[config.mk]
export PLATFORM = sky130hd
export DESIGN_NAME = ila_cdc_tx
export DESIGN_NICKNAME = d
export VERILOG_FILES = /design/src/rtl/ila_cdc_tx.sv
export SDC_FILE = /design/constraint.sdc
export NUM_CORES = 1
export LEC_CHECK = 0
export ABC_CLOCK_PERIOD_IN_PS = 2600
export BUFFER_PORTS_ARGS = -buffer_cell sky130_fd_sc_hd__buf_2
export CORE_MARGIN = 2
export CORE_UTILIZATION = 53
export DETAILED_ROUTE_END_ITERATION = 6
export PLACE_DENSITY = 0.78
export SYNTH_ARGS = -nofsm -noshare
export SYNTH_HDL_FRONTEND = slang
export SYNTH_SLANG_ARGS = --single-unit
[constraint.sdc]
create_clock -name clk_i -period 2.6 [get_ports clk_i]
set_clock_uncertainty 0.15 [all_clocks]
set_input_delay 0.52 -clock clk_i [delete_from_list [all_inputs] [get_ports clk_i]]
set_output_delay 0.52 -clock clk_i [all_outputs]
set_load 0.02 [all_outputs]
[src/rtl/ila_cdc_tx.sv]
// Launching side of a 4-phase req/ack crossing: accepts words on valid/ready,
// holds each on data_o under req_o, and buffers one extra word during a transfer.
//
// state     | meaning
// ----------+---------------------------------------------------------------
// S_IDLE    | no transfer; req_o=0, ready for a new word
// S_REQ     | req_o=1, data_o held, waiting for synchronized ack to rise
// S_RELEASE | req_o=0, data_o held, waiting for synchronized ack to fall
module ila_cdc_tx #(
  parameter int W           = 8,
  parameter int SYNC_STAGES = 2
) (
  input  logic         clk_i,
  input  logic         arst_i,
  input  logic         valid_i,
  input  logic [W-1:0] data_i,
  output logic         ready_o,
  output logic         req_o,
  output logic [W-1:0] data_o,
  input  logic         ack_i,
  output logic         busy_o,
  output logic         done_o
);

  typedef enum logic [1:0] {
    S_IDLE    = 2'd0,
    S_REQ     = 2'd1,
    S_RELEASE = 2'd2
  } state_e;

  state_e                 state_q, state_d;
  logic                   req_q, req_d;
  logic [W-1:0]           data_q, data_d;
  logic [W-1:0]           pend_q, pend_d;
  logic                   pend_v_q, pend_v_d;
  logic                   done_q, done_d;
  logic                   busy_q, busy_d;
  logic [SYNC_STAGES-1:0] sync_q, sync_d;
  logic                   ack_s;
  logic                   accept;

  assign ack_s   = sync_q[SYNC_STAGES-1];
  assign ready_o = (state_q == S_IDLE) | ~pend_v_q;
  assign accept  = valid_i & ready_o;

  always_comb begin
    sync_d   = {sync_q[SYNC_STAGES-2:0], ack_i};
    state_d  = state_q;
    req_d    = req_q;
    data_d   = data_q;
    pend_d   = pend_q;
    pend_v_d = pend_v_q;
    done_d   = 1'b0;

    case (state_q)
      S_IDLE: begin
        if (accept) begin
          data_d  = data_i;
          req_d   = 1'b1;
          state_d = S_REQ;
        end
      end
      S_REQ: begin
        if (accept) begin
          pend_d   = data_i;
          pend_v_d = 1'b1;
        end
        if (ack_s) begin
          req_d   = 1'b0;
          state_d = S_RELEASE;
        end
      end
      S_RELEASE: begin
        if (!ack_s) begin
          done_d = 1'b1;
          // A buffered word has priority; ready_o is low then, so no accept can collide.
          if (pend_v_q) begin
            data_d   = pend_q;
            pend_v_d = 1'b0;
            req_d    = 1'b1;
            state_d  = S_REQ;
          end else if (accept) begin
            data_d  = data_i;
            req_d   = 1'b1;
            state_d = S_REQ;
          end else begin
            state_d = S_IDLE;
          end
        end else if (accept) begin
          pend_d   = data_i;
          pend_v_d = 1'b1;
        end
      end
      default: begin
        state_d = S_IDLE;
        req_d   = 1'b0;
      end
    endcase

    busy_d = (state_d != S_IDLE);
  end

  always_ff @(posedge clk_i or posedge arst_i) begin
    if (arst_i) begin
      state_q  <= S_IDLE;
      req_q    <= 1'b0;
      data_q   <= '0;
      pend_q   <= '0;
      pend_v_q <= 1'b0;
      done_q   <= 1'b0;
      busy_q   <= 1'b0;
      sync_q   <= '0;
    end else begin
      state_q  <= state_d;
      req_q    <= req_d;
      data_q   <= data_d;
      pend_q   <= pend_d;
      pend_v_q <= pend_v_d;
      done_q   <= done_d;
      busy_q   <= busy_d;
      sync_q   <= sync_d;
    end
  end

  assign req_o  = req_q;
  assign data_o = data_q;
  assign done_o = done_q;
  assign busy_o = busy_q;

endmodule

==> reports/metrics.csv <==
metric;value;unit
Initial DRC Count;4;
Avg WL per Cell;13.6;um
leak pwr;0.701;nW
CP top delay family;flip-flops;
met1 GRT Util;0.256;
Post-Synthesis Cells;94;
CTS Sinks;24;
total wire length;2.00;mm
Pwr per Cell Area;1270;mW/mm^2
Setup WS post-layout;378;ps
Critical Path RT;1930;ps
Worst-path clk slew;140;ps
RSZ-0062 raised after global routing;false;
status;complete, no violations;
DP Worst Slack;543;ps
cts bufs inserted;3;
Critical Path, Cell by Cell;inv_1, ha_1, nand2b_1, buf_2;
die outline width;50.9;um
leading cell types in the layout, fill and taps excluded;dfrtp_1 (24), buf_2 (23), a21oi_1 (12);
Final nets;137;
Crit Path Category;reg2out;
GRT Util Overall;0.192;
Post CTS Setup Buffer Count;0;
DR pass1 iterations;3;
#FFs+latches synth;24;
Final Hold Viols;0;
# DRC;0;
cts repair resizes;0;
Layout Area Growth over Synthesis;16.0;%
register area share after synthesis;0.516;
share of post-route cells with drive strength above 1;0.383;
WP buf/inv;2;
max_slew headroom;0.686;
CP endpoint kind;output pin;
gpl congestion;0.847;
clock latency on the worst-skew pair;320;ps
Ports;24;
most used routing layer;met2;
number of global-route vias before repair;788;
Worst path slowest cell;dfrtp_1;
CP arrival;1550;ps
DP Wirelength;1.50;mm
Synth area leaders;dfrtp_1 (52%), mux2_4 (12%), mux2i_1 (7.7%), a21oi_1 (5.2%), ha_1 (4.3%);
Worst-Margin Slew;472;ps
CTS Hold Bufs;0;
initial antenna violation count;0;
first-pass GRT wire length;3.63;mm
internal power;1.06;mW
die height;50.9;um
Setup TNS;0;ps
Yosys cell types;24;
Seq pwr share;0.368;
FF/Latch Area;601;um^2
root buf cell;clkbuf_4;
Layout fillers;154;
htree depth;1;
Critical Path Fanout Max;6;
M3 GR Usage;0.0351;
Syn Area/Cell;12.4;um^2
core area;0.00202;mm^2
Via density;5.36;
IO Port Bufs;23;
GRT overflow;0;
Setup crit start kind;register;
sw frac;0.379;
Max Fclk;450;MHz
die area;0.00259;mm^2
net switching power;650;uW
Max Slew Vio Count;0;
Clk pwr share;0.157;
yosys warns;0;
starting density of the core;0.576;
combinational share of power;0.475;
area of the multi-input gates;527;um^2
CTS tree;built;
Mapped Area;0.00116;mm^2
worst hold path type;in2async;
Tmin final;2220;ps
Hold Slack;61.3;ps
via count of the routed design;788;
final setup vio count;0;
number of diodes;0;
commonest non-fill, non-tap cell in the layout;dfrtp_1;
pin count of the biggest net entering global routing;25;
post-synth top area cell;dfrtp_1;
max incr delay on CP;450;ps
max-cap viol count;0;
row cnt;16;
crit share post-route;0.855;
DRT antenna net count;0;
Max VDD drop;0.639;mV
Syn Nets;110;
clock buffer depth;2;
area share of the largest cell type after synthesis;0.516;
met2 global-route usage;0.303;
==> worst register-to-register path: cells and delay by family, from the launching register on <==
family        cells  cell delay, ps
fa+ha+maj         1             420
buf+inv           1             100
flops             1             440
mux               2             670
simple gates      1             180
==> logic make-up after synthesis <==
family,count (synthesis),synth area share
DFF,24,0.516
AOI/OAI and AO/OA,22,0.121
and+or+nand+nor,20,0.0945
muxes,18,0.193
buffers and inverters,6,0.0322
adders and majority gates,4,0.0430
==> metal layers <==
metal | vias to the layer above | share of wire
li1 | 380 | -
met1 | 388 | 0.46
met2 | 16 | 0.49
met3 | 4 | 0.029
met4 | 0 | 0.017
met5 | - | 0
==> state kept, by name, summed over array words and instances, names as in the netlist <==
signal and cells:
data_o 8, done_o 1, pend_v_q 1, state_q 2, req_o 1, busy_o 1
pend_q 8, sync_q 2
==> synth_stat cells <==
library cell,number
nand2_1,2
inv_2,1
a21oi_2,2
o22ai_4,1
dfrtp_1,24
nand3_4,1
o21a_1,1
a31oi_1,1
a21o_1,2
mux2i_1,9
nor3_1,1
o21ai_0,1
nor2_1,9
nor2_2,1
nand2_2,2
ha_1,4
mux2_4,9
buf_6,2
nor2b_1,2
a21oi_1,12
nand2b_2,1
inv_1,3
nand2b_1,1
o21ai_1,2
==> cell type report <==
| cell class | instances | area share |
|---|---|---|
| sequential | 24 | 0.444 |
| timing repair buffer | 24 | 0.0907 |
| inverter | 4 | 0.0111 |
| clock buffer | 3 | 0.0167 |
| multi-input combinational | 64 | 0.390 |
| clock inverter | 1 | 0.0222 |
| tap | 27 | 0.0250 |
==> per-stage QoR <==
stage / area (um^2) / instances / utilization / total power, mW
final: 1350 / 147 / 0.668 / 1.71
after global routing: 1350 / 147 / 0.668 / 1.85
after CTS: 1350 / 147 / 0.668 / 1.73
after detailed placement: 1300 / 143 / 0.642 / 1.46
after global placement: 1300 / 143 / 0.642 / 1.43
after floorplan: 1160 / 94 / - / 1.28
==> power by group through the flow <==
stage | combinational (mW) | clock, mW | sequential (mW)
floorplan | 0.559 | 0 | 0.720
global placement | 0.793 | 0 | 0.633
detailed placement | 0.824 | 0 | 0.636
CTS | 0.824 | 0.276 | 0.630
global route | 0.902 | 0.294 | 0.652
finish | 0.814 | 0.269 | 0.630
==> final timing paths <==
kind | start | endpoint | slack (ps) | depth (start not counted)
worst max-delay path | state_q[1] | ready_o | 380 | 4
worst min-delay path | arst_i | pend_q[3] | 60 | 3
worst max register to register | state_q[0] | pend_q[6] | 540 | 5
worst min register to register | sync_q[0] | sync_q[1] | 220 | 0
max in group asynchronous | arst_i | req_o | 2000 | 3
min in group clk_i | ack_i | sync_q[0] | 160 | 1
Note: power is estimated with default switching activity, not from simulation.
